==> config.mk <==
export PLATFORM = sky130hd
export DESIGN_NAME = cache_refill_ctrl
export DESIGN_NICKNAME = d
export VERILOG_FILES = /design/src/rtl/cache_refill_ctrl.sv
export SDC_FILE = /design/constraint.sdc
export NUM_CORES = 1
export LEC_CHECK = 0
export ABC_AREA = 0
export CORE_MARGIN = 2
export CORE_UTILIZATION = 29
export DETAILED_ROUTE_END_ITERATION = 12
export GPL_TIMING_DRIVEN = 0
export MAX_ROUTING_LAYER = met4
export PLACE_DENSITY = 0.83
export SYNTH_ARGS = -nofsm -noshare
export SYNTH_HDL_FRONTEND = slang
export SYNTH_SLANG_ARGS = --single-unit
==> constraint.sdc <==
create_clock -name clk -period 2.1 [get_ports clk]
set_input_delay 0.42 -clock clk [delete_from_list [all_inputs] [get_ports clk]]
set_output_delay 0.42 -clock clk [all_outputs]
set_load 0.05 [all_outputs]
==> src/rtl/cache_refill_ctrl.sv <==
// Miss-handling controller: latches a victim way, writes the victim line back
// when dirty, then refills the missing line word by word into that way.
module cache_refill_ctrl #(
    parameter int NUM_WAY    = 2,
    parameter int LINE_WORDS = 4,
    parameter int ADDR_WIDTH = 32,
    parameter int DATA_WIDTH = 32
) (
    input  logic                          clk,
    input  logic                          reset,
    input  logic                          miss_valid,
    output logic                          miss_ready,
    input  logic [ADDR_WIDTH-1:0]         miss_addr,
    output logic                          repl_en,
    input  logic [NUM_WAY-1:0]            replace_way,
    output logic [NUM_WAY-1:0]            victim_way,
    input  logic                          victim_dirty,
    input  logic [ADDR_WIDTH-1:0]         victim_line_addr,
    output logic [$clog2(LINE_WORDS)-1:0] victim_word_idx,
    input  logic [DATA_WIDTH-1:0]         victim_word,
    output logic                          wr_req,
    output logic [ADDR_WIDTH-1:0]         wr_addr,
    input  logic                          wr_ready,
    output logic                          wr_data_valid,
    output logic [DATA_WIDTH-1:0]         wr_data,
    output logic                          wr_last,
    input  logic                          wr_data_ready,
    output logic                          rd_req,
    output logic [ADDR_WIDTH-1:0]         rd_addr,
    input  logic                          rd_ready,
    input  logic                          rd_data_valid,
    input  logic [DATA_WIDTH-1:0]         rd_data,
    output logic                          fill_en,
    output logic [NUM_WAY-1:0]            fill_way,
    output logic [$clog2(LINE_WORDS)-1:0] fill_word_idx,
    output logic [DATA_WIDTH-1:0]         fill_data,
    output logic                          refill_done
);
    // state   | meaning
    // IDLE    | ready for a miss; accept latches address and victim way
    // CHECK   | sample victim_dirty, pick write-back or refill
    // WB_ADDR | write-back address request
    // WB_DATA | stream victim line to memory
    // RD_ADDR | refill address request
    // RD_DATA | stream memory beats into the victim way
    // DONE    | one-cycle completion pulse
    typedef enum logic [2:0] {
        IDLE, CHECK, WB_ADDR, WB_DATA, RD_ADDR, RD_DATA, DONE
    } state_t;

    localparam int IDX_W = $clog2(LINE_WORDS);
    localparam int OFF_W = $clog2(LINE_WORDS * DATA_WIDTH / 8);
    localparam logic [IDX_W-1:0]      LAST_IDX = IDX_W'(LINE_WORDS - 1);
    localparam logic [ADDR_WIDTH-1:0] OFF_MASK = ADDR_WIDTH'((64'd1 << OFF_W) - 64'd1);

    state_t                  state_q, state_d;
    logic [IDX_W-1:0]        cnt_q, cnt_d;
    logic [NUM_WAY-1:0]      victim_way_q, victim_way_d;
    logic [ADDR_WIDTH-1:0]   wr_addr_q, wr_addr_d;
    logic [ADDR_WIDTH-1:0]   rd_addr_q, rd_addr_d;

    always_comb begin
        state_d      = state_q;
        cnt_d        = cnt_q;
        victim_way_d = victim_way_q;
        wr_addr_d    = wr_addr_q;
        rd_addr_d    = rd_addr_q;
        unique case (state_q)
            IDLE: begin
                if (miss_valid) begin
                    victim_way_d = replace_way;
                    rd_addr_d    = miss_addr & ~OFF_MASK;
                    state_d      = CHECK;
                end
            end
            CHECK: begin
                if (victim_dirty) begin
                    wr_addr_d = victim_line_addr;
                    state_d   = WB_ADDR;
                end else begin
                    state_d   = RD_ADDR;
                end
            end
            WB_ADDR: begin
                if (wr_ready) begin
                    cnt_d   = '0;
                    state_d = WB_DATA;
                end
            end
            WB_DATA: begin
                if (wr_data_ready) begin
                    cnt_d = cnt_q + IDX_W'(1);
                    if (cnt_q == LAST_IDX) state_d = RD_ADDR;
                end
            end
            RD_ADDR: begin
                if (rd_ready) begin
                    cnt_d   = '0;
                    state_d = RD_DATA;
                end
            end
            RD_DATA: begin
                if (rd_data_valid) begin
                    cnt_d = cnt_q + IDX_W'(1);
                    if (cnt_q == LAST_IDX) state_d = DONE;
                end
            end
            DONE:    state_d = IDLE;
            default: state_d = IDLE;
        endcase
    end

    always_ff @(posedge clk or posedge reset) begin
        if (reset) begin
            state_q      <= IDLE;
            cnt_q        <= '0;
            victim_way_q <= '0;
            wr_addr_q    <= '0;
            rd_addr_q    <= '0;
        end else begin
            state_q      <= state_d;
            cnt_q        <= cnt_d;
            victim_way_q <= victim_way_d;
            wr_addr_q    <= wr_addr_d;
            rd_addr_q    <= rd_addr_d;
        end
    end

    // Data-path outputs are zeroed outside their owning state so reset leaves every output quiet.
    assign miss_ready      = (state_q == IDLE);
    assign repl_en         = miss_ready & miss_valid;
    assign victim_way      = victim_way_q;
    assign wr_req          = (state_q == WB_ADDR);
    assign wr_addr         = wr_addr_q;
    assign wr_data_valid   = (state_q == WB_DATA);
    assign victim_word_idx = wr_data_valid ? cnt_q : '0;
    assign wr_data         = wr_data_valid ? victim_word : '0;
    assign wr_last         = wr_data_valid && (cnt_q == LAST_IDX);
    assign rd_req          = (state_q == RD_ADDR);
    assign rd_addr         = rd_addr_q;
    assign fill_en         = (state_q == RD_DATA) && rd_data_valid;
    assign fill_way        = victim_way_q;
    assign fill_word_idx   = fill_en ? cnt_q : '0;
    assign fill_data       = fill_en ? rd_data : '0;
    assign refill_done     = (state_q == DONE);

endmodule

# == Yosys cells after proc, flatten, opt, wreduce, memory -nomap -nowiden ==
# Index checks and enable logic that the tools add are counted.
# Widths: inputs -> output; s select.
# totals
reg_bits,67
elab_cells,47
# op_classes
n_addsub,1
eq_ne,14
muxes,18
bitwise_logic,1
reduce_logical,8
# op_table
op,n
$mux 32,2
$mux 3,8
$pmux 3 s6,1
$mux 2,6
$eq 3x3->1 const B,3
$ne 2x1->1 const B,4
$pmux 2 s4,1
$reduce_and 7->1,1
$eq 3x2->1 const B,2
$ne 2x2->1 const B,3
$reduce_and 5->1,1
$reduce_and 2->1,2
$reduce_bool 4->1,1
$eq 3x1->1 const B,1
$logic_not 3->1,1
$add 2x1->2 const B,1
$eq 2x2->1 const B,1
$logic_and 1x1->1,2
$and 1x1->1,1

# == Depth between registers and ports, before layout ==
# logic_depth
word_depth,4
depth_mapped,6

# == Least setup slack after synthesis ==
# Ideal clock, no wire load.
# synth_timing
path_kind,register to output
start,register state_q[0]
end,output fill_data[22]
arrival_ps,1947
required_time_ps,1680
path_slack_ps,-267
path_stages_with_launch,6
path_buffers,3
path_cell_list,dfrtp_1 -> buf_2 -> and4b_1 -> clkbuf_1 -> clkbuf_1 -> and2_1
# synth_between
elab_chain_cells,3
# synth_rtl
item,line,text
from (decl),56,"state_t state_q, state_d;"
from (signal assigned),121,state_q <= state_d;
$eq 3x3->1,141,assign fill_en = (state_q == RD_DATA) && rd_data_valid;
$logic_and 1x1->1,141,
via fill_en,33,"output logic fill_en,"
$mux 32,144,assign fill_data = fill_en ? rd_data : '0;
to (decl),36,"output logic [DATA_WIDTH-1:0] fill_data,"
# The timed path passes the listed nets, and every way through them passes these cells.

# == Worst setup path after layout ==
# layout_timing
start,register state_q[0]
end,output fill_data[4]
# layout_between
elab_chain_cells,3
# layout_rtl
item,line
$eq 3x3->1,141
$logic_and 1x1->1,141
$mux 32,144
# No other way between the ends.

==> flow_metrics.env <==
export IMPL_run_status="finished, violations left"
export IMPL_failed_checks="setup timing"
export IMPL_worst_hold_slack_ns=0.4979
export IMPL_critPathLaunch="state_q[0]"
export IMPL_synth_seq_area_share=0.5186
export IMPL_ios=282
export IMPL_crit_path_max_incr_delay_ns=0.38
export IMPL_gpl_final_weighted_congestion=0.7134
export IMPL_min_path_type="flop to flop"
export IMPL_static_leakage_power_nw=3.061
export IMPL_setup_ws_ns=-0.009392
export IMPL_n_antenna_cell=0
export IMPL_worst_relative_slew_slack=0.5406
export IMPL_final_common_cell="sky130_fd_sc_hd__clkdlybuf4s50_1"
export IMPL_p_switching_w=0.005172
export IMPL_design_core_area_mm2=0.01084
export IMPL_end_kind="primary output"
export IMPL_crit_path_top_delay_cell="sky130_fd_sc_hd__dfrtp_1"
export IMPL_fillerInstances=861
export IMPL_report_final_setup_viol=3
export IMPL_globalRouteTotalUtil=0.1913
export IMPL_cts_hold_fix_buffers=0
export IMPL_power_share_clock=0.103
export IMPL_finalWirelength_um=12140
export IMPL_seq_area_mm2=0.001679
export IMPL_final_hold_viol_count=0
export IMPL_ctsRootBufferMaster="sky130_fd_sc_hd__clkbuf_8"
export IMPL_path_class="flop to primary output"
export IMPL_finalMaxSlewViolations=0
export IMPL_cell_internal_pwr_w=0.005604
export IMPL_yosysWarnings=0
export IMPL_met3WireLength_um=1076
export IMPL_placement_rows=38
export IMPL_clock_insertion_delay_worst_skew_ns=0.33
export IMPL_synth_avg_cell_area_um2=12.53
export IMPL_irDropWorstVdd_mv=1.439
export IMPL_post_synthesis_cell_area_mm2=0.003233
export IMPL_syn_instance_count=258
export IMPL_routed_length_per_placed_instance_um=17.12
export IMPL_cts_tree="built"
export IMPL_detailroute_wirelength_met2_um=6561
export IMPL_synth_simple_gate_area_share=0.1741
export IMPL_post_route_period_util=1.004
export IMPL_post_route_min_period_ns=2.109
export IMPL_fin_nets=705
export IMPL_worst_r2r_setup_slack_ns=0.09
export IMPL_cp_start_kind="flop"
export IMPL_detail_route_iter0_violations=87
export IMPL_initial_core_util=0.2982
export IMPL_port_buffer_count=273
export IMPL_compound_gate_fraction_of_synth_area=0.01548
export IMPL_post_synthesis_share_of_cell_area_spent_on_xor_and_xnor_gates=0
export IMPL_worst_path_most_repeated_cell="sky130_fd_sc_hd__buf_6"
export IMPL_worstRegToRegCells=7
export IMPL_rr_startpoint="state_q[0]"
export IMPL_hpwlAfterDp_um=9137
export IMPL_drtPass1Iterations=4
export IMPL_synth_mux_area_frac=0.2357
export IMPL_post_route_drc_count=0
export IMPL_power_per_cell_area_mw_per_mm2=1554
export IMPL_overall_die_height_um=109.6
export IMPL_route_detailed_vias_per_inst=4.396
export IMPL_mostFrequentLayoutCells="195 x sky130_fd_sc_hd__clkdlybuf4s50_1, 65 x sky130_fd_sc_hd__dfrtp_1, 63 x sky130_fd_sc_hd__mux2_2"
export IMPL_grt_pass1_vias=3168
export IMPL_dieArea_mm2=0.01201
export IMPL_power_consumption_w=0.01078
export IMPL_timing_clock_skew_ns=0.008081
export IMPL_netlist_cell_type_count=28
export IMPL_grt_setup_unrepaired="true"
export IMPL_wire_length_of_the_first_global_routing_pass_um=16860
export IMPL_clock_sinks=67
export IMPL_worst_endpoint_required_ns=1.68
export IMPL_layout_area_overhead_vs_synth_pct=114.6
export IMPL_area_used_by_multi_input_combinational_logic_mm2=0.001545
export IMPL_ctsHtreeMaxLevel=3
export IMPL_worst_ep_arrival_time_ns=1.69
export IMPL_timing_max_cap_violations=0
export IMPL_maximum_number_of_pins_on_one_net_before_global_route_repair=39
export IMPL_combinationalPowerShare=0.678
export IMPL_drt_met1_wl_um=4357
export IMPL_synth_top_family_by_area="multiplexers"
export IMPL_maximum_count_of_clock_buffers_along_a_single_path=2
export IMPL_power_share_switching=0.4800
export IMPL_numCtsBuffers=9
export IMPL_synth_adder_area_share=0.003870
export IMPL_antenna_violating_nets_post_route=0
export IMPL_antenna_found_initial=0
export IMPL_dp_worst_setup_slack_ns=-0.9813
export IMPL_highest_layer="met4"
export IMPL_clk_pin_slew_ns=0.07
export IMPL_gr_total_overflow=0
export IMPL_layout_drive_gt1_share=0.4288
export IMPL_max_freq_mhz=474.1
export IMPL_timing_critical_path_cells="buf_6 -> and4b_2 -> buf_12 -> buf_8 -> and2_4 -> buf_6"
export IMPL_via_count=3117
export IMPL_cp_max_fo=7
export IMPL_die_w_um=109.6
export IMPL_cp_endpoint="fill_data[4]"
export IMPL_seq_power_share=0.219
export IMPL_tightestPinTransition_ns=0.6876
export IMPL_ys_ff_latch=67
export IMPL_critical_path_reg2reg_endpoint="state_q[1]"
## synthesized netlist by cell type
cell,count,share of area
sky130_fd_sc_hd__nand2_1,2,0.0023
sky130_fd_sc_hd__clkbuf_1,8,0.0093
sky130_fd_sc_hd__a22oi_2,1,0.0039
sky130_fd_sc_hd__o21bai_1,1,0.0023
sky130_fd_sc_hd__ha_1,1,0.0039
sky130_fd_sc_hd__inv_1,3,0.0035
sky130_fd_sc_hd__nor4b_4,1,0.0074
sky130_fd_sc_hd__nor2_2,1,0.0019
sky130_fd_sc_hd__buf_2,3,0.0046
sky130_fd_sc_hd__buf_6,3,0.010
sky130_fd_sc_hd__and4b_1,1,0.0031
sky130_fd_sc_hd__and2b_1,1,0.0023
sky130_fd_sc_hd__conb_1,1,0.0012
sky130_fd_sc_hd__buf_4,10,0.023
sky130_fd_sc_hd__nor3_2,1,0.0031
sky130_fd_sc_hd__nor2b_1,3,0.0058
sky130_fd_sc_hd__mux2i_1,3,0.0093
sky130_fd_sc_hd__o21ai_1,1,0.0015
sky130_fd_sc_hd__or4_1,1,0.0023
sky130_fd_sc_hd__and3b_1,1,0.0027
sky130_fd_sc_hd__mux2_1,2,0.0070
sky130_fd_sc_hd__dfrtp_1,67,0.52
sky130_fd_sc_hd__nor3b_1,2,0.0046
sky130_fd_sc_hd__and2_1,70,0.14
sky130_fd_sc_hd__o21ai_0,3,0.0046
sky130_fd_sc_hd__mux2_2,63,0.22
sky130_fd_sc_hd__nand3_1,2,0.0031
sky130_fd_sc_hd__a21oi_1,2,0.0031
## state kept, by name, summed over array words and instances (netlist names)
register,flops
wr_addr,32
rd_addr,28
state_q,3
cnt_q,2
fill_way,2
## metrics by stage
stage,area [um^2],setup TNS [ns],std cells,util
floorplan,3267,-0.1069,261,-
global placement,6175,-48.12,674,0.5696
detailed placement,6195,-54.00,675,0.5714
CTS,6590,-0.6675,700,0.6079
global route,6937,-2.279,709,0.6399
finish,6937,-0.02052,709,0.6399
## cell type report
type                    count  share of cell area
repair buffers            294              0.4461
well taps                 140             0.02525
inverters                   3            0.002165
clock buffers              11             0.01894
multi-input cells         169              0.2228
flip-flops and latches     67              0.2421
plain buffers              22             0.03337
clock inverters             3            0.009380
## power by group through the flow
stage | Combinational, W | Sequential (W) | Clock [W]
floorplan | 0.00230 | 0.00446 | 0
global placement | 0.00665 | 0.00231 | 0
detailed placement | 0.00674 | 0.00236 | 0
CTS | 0.00701 | 0.00237 | 0.00115
global route | 0.00761 | 0.00245 | 0.00121
finish | 0.00731 | 0.00236 | 0.00111
## worst min path at each step
stage / startpoint / to / slack, ns / cells after the start
after CTS: wr_addr[31] / wr_addr[31] / 0.51 / 1
after detailed placement: wr_addr[31] / wr_addr[31] / 0.49 / 1
after floorplan: cnt_q[1] / cnt_q[1] / 0.52 / 2
after global routing: rd_addr[24] / rd_addr[24] / 0.52 / 1
final: wr_addr[31] / wr_addr[31] / 0.50 / 1
after global placement: wr_addr[21] / wr_addr[21] / 0.47 / 1
## timing repair
item	4_1_cts	5_1_grt
resized for setup	506	111
cloned	4	2
setup endpoints to repair	76	70
pin swaps	4	19
setup buffers	8	8
## cell families after synthesis
| group | Yosys count |
|---|---|
| compound gates | 8 |
| simple gates | 86 |
| mux | 68 |
| other cells | 1 |
| buf+inv | 27 |
| fa+ha+maj | 1 |
| flops | 67 |
## layer usage
metal / GRT usage / up-vias
li1: - / 1464
met3: 0.06343 / 12
met1: 0.2045 / 1492
met2: 0.3386 / 149
met5: - / -
met4: 0.05244 / 0
## worst max-delay path, delay by kind of cell, from the launching register on
kind | cells | cell delay [ns]
buffers and inverters | 4 | 0.54
AND/OR/NAND/NOR | 2 | 0.44
flip-flops | 1 | 0.38
Note: power is estimated with default switching activity, not from simulation.
